**src/rtl/multicycle_controller.sv**
```systemverilog
// Sequencing FSM for the multi-cycle RV32I core: one shared memory port, one ALU,
// memory-ready handshake with optional bus-error timeout, retired-instruction counter.
module multicycle_controller #(
    parameter int TIMEOUT     = 255,
    parameter int COUNT_WIDTH = 32
) (
    input  logic                   clock,
    input  logic                   reset_n,
    input  logic [6:0]             opcode,
    input  logic [2:0]             funct3,
    input  logic                   zero,
    input  logic                   mem_ready,
    output logic                   mem_read,
    output logic                   mem_write,
    output logic                   adr_select,
    output logic                   IR_write,
    output logic                   PC_write,
    output logic                   reg_write,
    output logic [1:0]             ALU_src_A,
    output logic [1:0]             ALU_src_B,
    output logic [1:0]             ALU_op,
    output logic [1:0]             result_select,
    output logic                   instr_done,
    output logic                   illegal,
    output logic                   bus_error,
    output logic [COUNT_WIDTH-1:0] instret,
    output logic [3:0]             state
);

    typedef enum logic [4:0] {
        S_START    = 5'd0,
        S_FETCH    = 5'd1,
        S_DECODE   = 5'd2,
        S_MEMADR   = 5'd3,
        S_MEMREAD  = 5'd4,
        S_MEMWB    = 5'd5,
        S_MEMWRITE = 5'd6,
        S_EXECR    = 5'd7,
        S_EXECI    = 5'd8,
        S_ALUWB    = 5'd9,
        S_BRANCH   = 5'd10,
        S_JAL      = 5'd11,
        S_JALR     = 5'd12,
        S_LINK     = 5'd13,
        S_LUI      = 5'd14,
        S_AUIPC    = 5'd15,
        S_TRAP     = 5'd16
    } state_t;

    localparam int WAIT_W = (TIMEOUT > 1) ? $clog2(TIMEOUT) : 1;
    localparam logic [WAIT_W-1:0] WAIT_LIMIT = WAIT_W'((TIMEOUT > 0) ? TIMEOUT - 1 : 0);

    state_t            state_q;
    state_t            state_d;
    logic [WAIT_W-1:0] wait_cnt_q;
    logic              mem_wait;
    logic              timeout_hit;
    logic              set_illegal;

    function automatic logic branch_taken(input logic [2:0] f3, input logic z);
        case (f3)
            3'b000, 3'b101, 3'b111: branch_taken = z;
            3'b001, 3'b100, 3'b110: branch_taken = ~z;
            default:                branch_taken = 1'b0;
        endcase
    endfunction

    // Only the three memory-handshake states can stall; elsewhere mem_ready is ignored.
    assign mem_wait    = ((state_q == S_FETCH) || (state_q == S_MEMREAD) || (state_q == S_MEMWRITE))
                         && !mem_ready;
    assign timeout_hit = (TIMEOUT > 0) && mem_wait && (wait_cnt_q == WAIT_LIMIT);

    // TRAP has no 4-bit code of its own; it reads as 0 and is told apart by illegal/bus_error.
    assign state = (state_q == S_TRAP) ? 4'd0 : state_q[3:0];

    always_comb begin
        state_d       = state_q;
        set_illegal   = 1'b0;
        mem_read      = 1'b0;
        mem_write     = 1'b0;
        adr_select    = 1'b0;
        IR_write      = 1'b0;
        PC_write      = 1'b0;
        reg_write     = 1'b0;
        ALU_src_A     = 2'b00;
        ALU_src_B     = 2'b00;
        ALU_op        = 2'b00;
        result_select = 2'b00;
        instr_done    = 1'b0;

        case (state_q)
            S_START: state_d = S_FETCH;
            S_FETCH: begin
                mem_read      = 1'b1;
                ALU_src_B     = 2'b10;
                result_select = 2'b10;
                if (mem_ready) begin
                    IR_write = 1'b1;
                    PC_write = 1'b1;
                    state_d  = S_DECODE;
                end else if (timeout_hit) begin
                    state_d = S_TRAP;
                end
            end
            S_DECODE: begin
                ALU_src_A = 2'b01;
                ALU_src_B = 2'b01;
                case (opcode)
                    7'b0000011, 7'b0100011: state_d = S_MEMADR;
                    7'b0110011:             state_d = S_EXECR;
                    7'b0010011:             state_d = S_EXECI;
                    7'b1100011:             state_d = S_BRANCH;
                    7'b1101111:             state_d = S_JAL;
                    7'b1100111:             state_d = S_JALR;
                    7'b0110111:             state_d = S_LUI;
                    7'b0010111:             state_d = S_AUIPC;
                    default: begin
                        state_d     = S_TRAP;
                        set_illegal = 1'b1;
                    end
                endcase
            end
            S_MEMADR: begin
                ALU_src_A = 2'b10;
                ALU_src_B = 2'b01;
                state_d   = opcode[5] ? S_MEMWRITE : S_MEMREAD;
            end
            S_MEMREAD: begin
                mem_read   = 1'b1;
                adr_select = 1'b1;
                if (mem_ready)        state_d = S_MEMWB;
                else if (timeout_hit) state_d = S_TRAP;
            end
            S_MEMWB: begin
                result_select = 2'b01;
                reg_write     = 1'b1;
                state_d       = S_FETCH;
            end
            S_MEMWRITE: begin
                mem_write  = 1'b1;
                adr_select = 1'b1;
                if (mem_ready)        state_d = S_FETCH;
                else if (timeout_hit) state_d = S_TRAP;
            end
            S_EXECR: begin
                ALU_src_A = 2'b10;
                ALU_op    = 2'b10;
                state_d   = S_ALUWB;
            end
            S_EXECI: begin
                ALU_src_A = 2'b10;
                ALU_src_B = 2'b01;
                ALU_op    = 2'b10;
                state_d   = S_ALUWB;
            end
            S_ALUWB: begin
                reg_write = 1'b1;
                state_d   = S_FETCH;
            end
            S_BRANCH: begin
                ALU_src_A = 2'b10;
                ALU_op    = 2'b01;
                PC_write  = branch_taken(funct3, zero);
                state_d   = S_FETCH;
            end
            S_JAL: begin
                ALU_src_A = 2'b01;
                ALU_src_B = 2'b10;
                PC_write  = 1'b1;
                state_d   = S_ALUWB;
            end
            S_JALR: begin
                ALU_src_A     = 2'b10;
                ALU_src_B     = 2'b01;
                result_select = 2'b10;
                PC_write      = 1'b1;
                state_d       = S_LINK;
            end
            S_LINK: begin
                ALU_src_A = 2'b01;
                ALU_src_B = 2'b10;
                state_d   = S_ALUWB;
            end
            S_LUI: begin
                ALU_src_A = 2'b11;
                ALU_src_B = 2'b01;
                state_d   = S_ALUWB;
            end
            S_AUIPC: begin
                ALU_src_A = 2'b01;
                ALU_src_B = 2'b01;
                state_d   = S_ALUWB;
            end
            S_TRAP:  state_d = S_TRAP;
            default: state_d = S_START;
        endcase

        // Retirement is any real entry into FETCH; the post-reset START->FETCH is not one.
        instr_done = (state_d == S_FETCH) && (state_q != S_START) && (state_q != S_FETCH);
    end

    always_ff @(posedge clock or negedge reset_n) begin
        if (!reset_n) begin
            state_q    <= S_START;
            wait_cnt_q <= '0;
            illegal    <= 1'b0;
            bus_error  <= 1'b0;
            instret    <= '0;
        end else begin
            state_q <= state_d;
            if (set_illegal) illegal <= 1'b1;
            if (timeout_hit) bus_error <= 1'b1;
            if (instr_done)  instret <= instret + COUNT_WIDTH'(1);
            if ((TIMEOUT > 0) && mem_wait && (state_d == state_q))
                wait_cnt_q <= wait_cnt_q + WAIT_W'(1);
            else
                wait_cnt_q <= '0;
        end
    end

endmodule
```
**config.mk**
```make
export PLATFORM = sky130hd
export DESIGN_NAME = multicycle_controller
export DESIGN_NICKNAME = d
export VERILOG_FILES = /design/src/rtl/multicycle_controller.sv
export SDC_FILE = /design/constraint.sdc
export NUM_CORES = 1
export LEC_CHECK = 0
export ABC_AREA = 0
export CAP_MARGIN = 15
export CORE_MARGIN = 2
export CORE_UTILIZATION = 25
export DETAILED_ROUTE_END_ITERATION = 8
export GPL_ROUTABILITY_DRIVEN = 0
export MAX_ROUTING_LAYER = met4
export PLACE_DENSITY = 0.58
export SLEW_MARGIN = 25
export SYNTH_ARGS = -nofsm -noshare
export SYNTH_HDL_FRONTEND = slang
export SYNTH_SLANG_ARGS = --single-unit
```
**constraint.sdc**
```tcl
create_clock -name clock -period 3.77 [get_ports clock]
set_clock_uncertainty 0.2 [all_clocks]
set_input_delay 0.754 -clock clock [delete_from_list [all_inputs] [get_ports clock]]
set_output_delay 0.754 -clock clock [all_outputs]
set_load 0.1 [all_outputs]
```
==> results.py <==
metrics = {
    "yosys": {
        "synth_ff_type": "dfrtp_1",
        "synthArstFlopShare_pct": 100.0,
        "synth.cell_area_um2": 2893,
        "synth_area_per_cell_um2": 9.097,
        "ys_seq_area_share_pct": 40.66,
        "syn_nets": 335,
        "synth_seq_cells": 47,
        "synth_cell_types": 51,
        "synth_edf_count": 0,
        "syn_inst": 318,
        "yosys_warnings": 0,
    },
    "cts": {
        "root_buffer": "clkbuf_16",
        "numCtsBuffers": 5,
        "clk_latency_ns": 0.29,
        "cts_tree": "yes",
        "htreeDepth": 2,
        "clk_pin_slew_ns": 0.07,
        "cts_buffer_depth": 2,
        "cts_hold_buf": 0,
        "cts.sinks": 47,
    },
    "drt": {
        "drtIter0Drc": 184,
        "via_count": 2465,
        "drt-total-wl_mm": 7.062,
        "via_per_inst": 4.704,
        "wire_per_inst_um": 13.48,
        "postRouteAntennaNets": 0,
        "drcViolationCount": 0,
        "drt_pre_antenna_iters": 4,
    },
    "timing": {
        "slew_headroom_pct": 33.51,
        "slew_viol_final": 0,
        "worst-slew-pin-transition_ns": 0.9943,
        "rsz0062_at_grt": "false",
        "final.min_clock_period_ns": 3.640,
        "setup_violations": 0,
        "period_share_pct": 96.54,
        "tns_ns": 0,
        "finalHoldViolCount": 0,
        "fmax_ghz": 0.2748,
    },
    "global_routing": {
        "grt.total_usage_pct": 11.82,
        "antenna_found_initial": 0,
        "overflow": 0,
        "grt_pass1_wl_mm": 12.19,
        "grt_start_max_net_pins": 48,
        "grt_pass1_vias": 2505,
    },
    "setup_path": {
        "required_ns": 2.82,
        "crit_arrival_ns": 2.69,
        "r2r_slack_ns": 0.76,
        "crit_chain": "clkdlybuf4s50_1 -> nor2_1 -> a21boi_0 -> o31a_2 -> a21oi_2 -> nand4b_4 -> inv_1 -> buf_12",
        "r2r_end": "instret[1]$_DFFE_PN0P_",
        "worst_path_largest_cell_delay_ns": 0.60,
        "cp_top_family": "buffers and inverters",
        "cp_max_fo": 6,
        "cp_slowest_cell": "clkdlybuf4s50_1",
        "r2r_cells": 7,
        "cp.depth": 8,
        "endpoint_kind": "output port",
        "crit_type": "in -> out",
        "r2r_start": "state_q[1]$_DFF_PN0_",
        "worstSetupStartpointType": "input pin",
        "cp-startpoint": "opcode[3]",
        "crit_buf_inv": 3,
    },
    "floorplanning": {
        "core_um2": 11370,
        "die_y_um": 111.6,
        "die-area_um2": 12450,
        "io_pins": 67,
        "start_util_pct": 25.44,
        "die_w_um": 111.6,
        "rows": 39,
    },
    "pwr": {
        "power_leakage_nw": 1.809,
        "p_sw_w": 0.001779,
        "peakVddDrop_v": 0.001065,
        "swShare_pct": 55.45,
        "p_int_w": 0.001429,
        "p_comb_share_pct": 63.7,
        "clkPwrFrac_pct": 16.0,
        "power.density_nw_per_um2": 825.7,
        "seq_power_share_pct": 20.4,
    },
    "layout": {
        "final_nets": 397,
        "syn_to_final_growth_pct": 34.30,
        "num_antenna_cells": 0,
        "design_area_um2": 3885,
        "layout-drive-gt1-share_pct": 18.11,
    },
    "place": {
        "hpwl_mm": 5.043,
        "portBuffers": 66,
        "placed_cell_area_um2": 3682,
    },
    "min_path": {
        "hold_class": "in -> async",
    },
    "status": {
        "status": "completed",
    },
    "run": {
        "cap_violations": 0,
    },
}
placed cells by master, fill, tap and decap left out, types with 3 or more instances in the layout:
cell type and count:
dfrtp_1 47, nor4_1 8, xor2_1 30, clkbuf_16 5, nor2_1 33, a21oi_1 8, inv_1 13, o21ai_0 8
nand4_1 7, ha_1 3, nand2_1 21, nor4_2 5, clkdlybuf4s50_1 34, buf_4 38, xnor2_1 11, and3_1 6
a21o_1 3, nor3_2 3, nand2b_1 12, and2_1 3, nor3_1 18, nand3_1 16
flip-flops by register name, summed over array words and instances, names as in the netlist:
register,cells
instret,32
wait_cnt_q,8
state_q,5
bus_error,1
illegal,1
synthesized netlist by cell type, drive strengths merged (3+ instances only):
| cell | count | share of area, % |
|---|---|---|
| ha | 3 | 1.3 |
| a21o | 3 | 0.78 |
| xor2 | 30 | 9.1 |
| nor3b | 4 | 1.0 |
| o21ai | 8 | 1.4 |
| nand2b | 12 | 2.6 |
| nand2 | 21 | 2.7 |
| nor3 | 22 | 4.0 |
| nand3 | 17 | 3.1 |
| clkbuf | 10 | 1.3 |
| nor2 | 33 | 4.3 |
| nor4b | 3 | 1.1 |
| buf | 11 | 2.4 |
| nand4 | 7 | 1.5 |
| inv | 13 | 1.7 |
| and2 | 3 | 0.65 |
| dfrtp | 47 | 41 |
| a21oi | 9 | 1.6 |
| and3 | 6 | 1.3 |
| nor4 | 13 | 3.7 |
| xnor2 | 11 | 3.3 |
cell families (layout without fill, tap and decap cells):
family,after synthesis,in the layout,share of synthesized area (%)
fa+ha+maj,4,4,1.644
xor+xnor,41,41,12.41
mux,1,1,0.3892
compound gates,39,39,9.862
buf+inv,34,97,5.407
flops,47,47,40.66
simple gates,152,152,29.63
metal layers:
metal | global-route usage, % | vias up | routed length [um] | share of wire, %
met5 | - | - | 0 | 0
met4 | 2.222 | 0 | 53 | 0.75
met3 | 3.375 | 7 | 489 | 6.9
met2 | 17.68 | 80 | 3051 | 43
met1 | 16.15 | 1156 | 3467 | 49
li1 | - | 1222 | - | -
power by group through the flow:
stage | registers, W | clock network (W) | logic, W
after floorplan | 0.000849 | 0 | 0.00143
after global placement | 0.000660 | 0 | 0.00202
after detailed placement | 0.000660 | 0 | 0.00203
after CTS | 0.000652 | 0.000528 | 0.00203
after global routing | 0.000667 | 0.000551 | 0.00214
final | 0.000653 | 0.000512 | 0.00204
how the worst max path moves through the flow:
| stage | to | slack [ns] |
|---|---|---|
| finish | instr_done | 0.13 |
| global route | instr_done | 0.02 |
| detailed placement | instr_done | 0.07 |
| global placement | instr_done | 0.13 |
| floorplan | mem_read | 0.1 |
| CTS | instr_done | 0.05 |
final cells by class:
type                            instances  area [um2]
Sequential cell                        47        1176
Multi-Input combinational cell        237        1617
Inverter                               13       48.80
Tap cell                              143       178.9
Fill cell                            1187        7485
Clock inverter                          2       35.03
Timing Repair Buffer                   76       690.7
Clock buffer                            6       138.9
through the flow:
stage                     utilization [%]  total power, W  hold slack, ns  worst slack [ns]  cells
after global routing                34.17        0.003363          0.3099           0.02010    524
after floorplan                         -        0.002281          0.2584           0.09620    318
after detailed placement            32.39        0.002686          0.2567           0.06847    516
after global placement              32.36        0.002677          0.2573            0.1332    516
final                               34.17        0.003208          0.2614            0.1304    524
after CTS                           33.92        0.003208          0.2829           0.04600    524
timing repair:
item	CTS	global route
buffers inserted	0	0
gates resized for setup	0	6
setup endpoints to repair	0	1
worst register-to-register path: cells and delay by family, from the launching register on:
family,cells,cell delay (ns)
simple gates,3,0.74
compound gates,2,0.67
mux,1,0.39
buf+inv,1,0.36
flops,1,0.54
No activity file was read; power rests on OpenSTA's default activity.
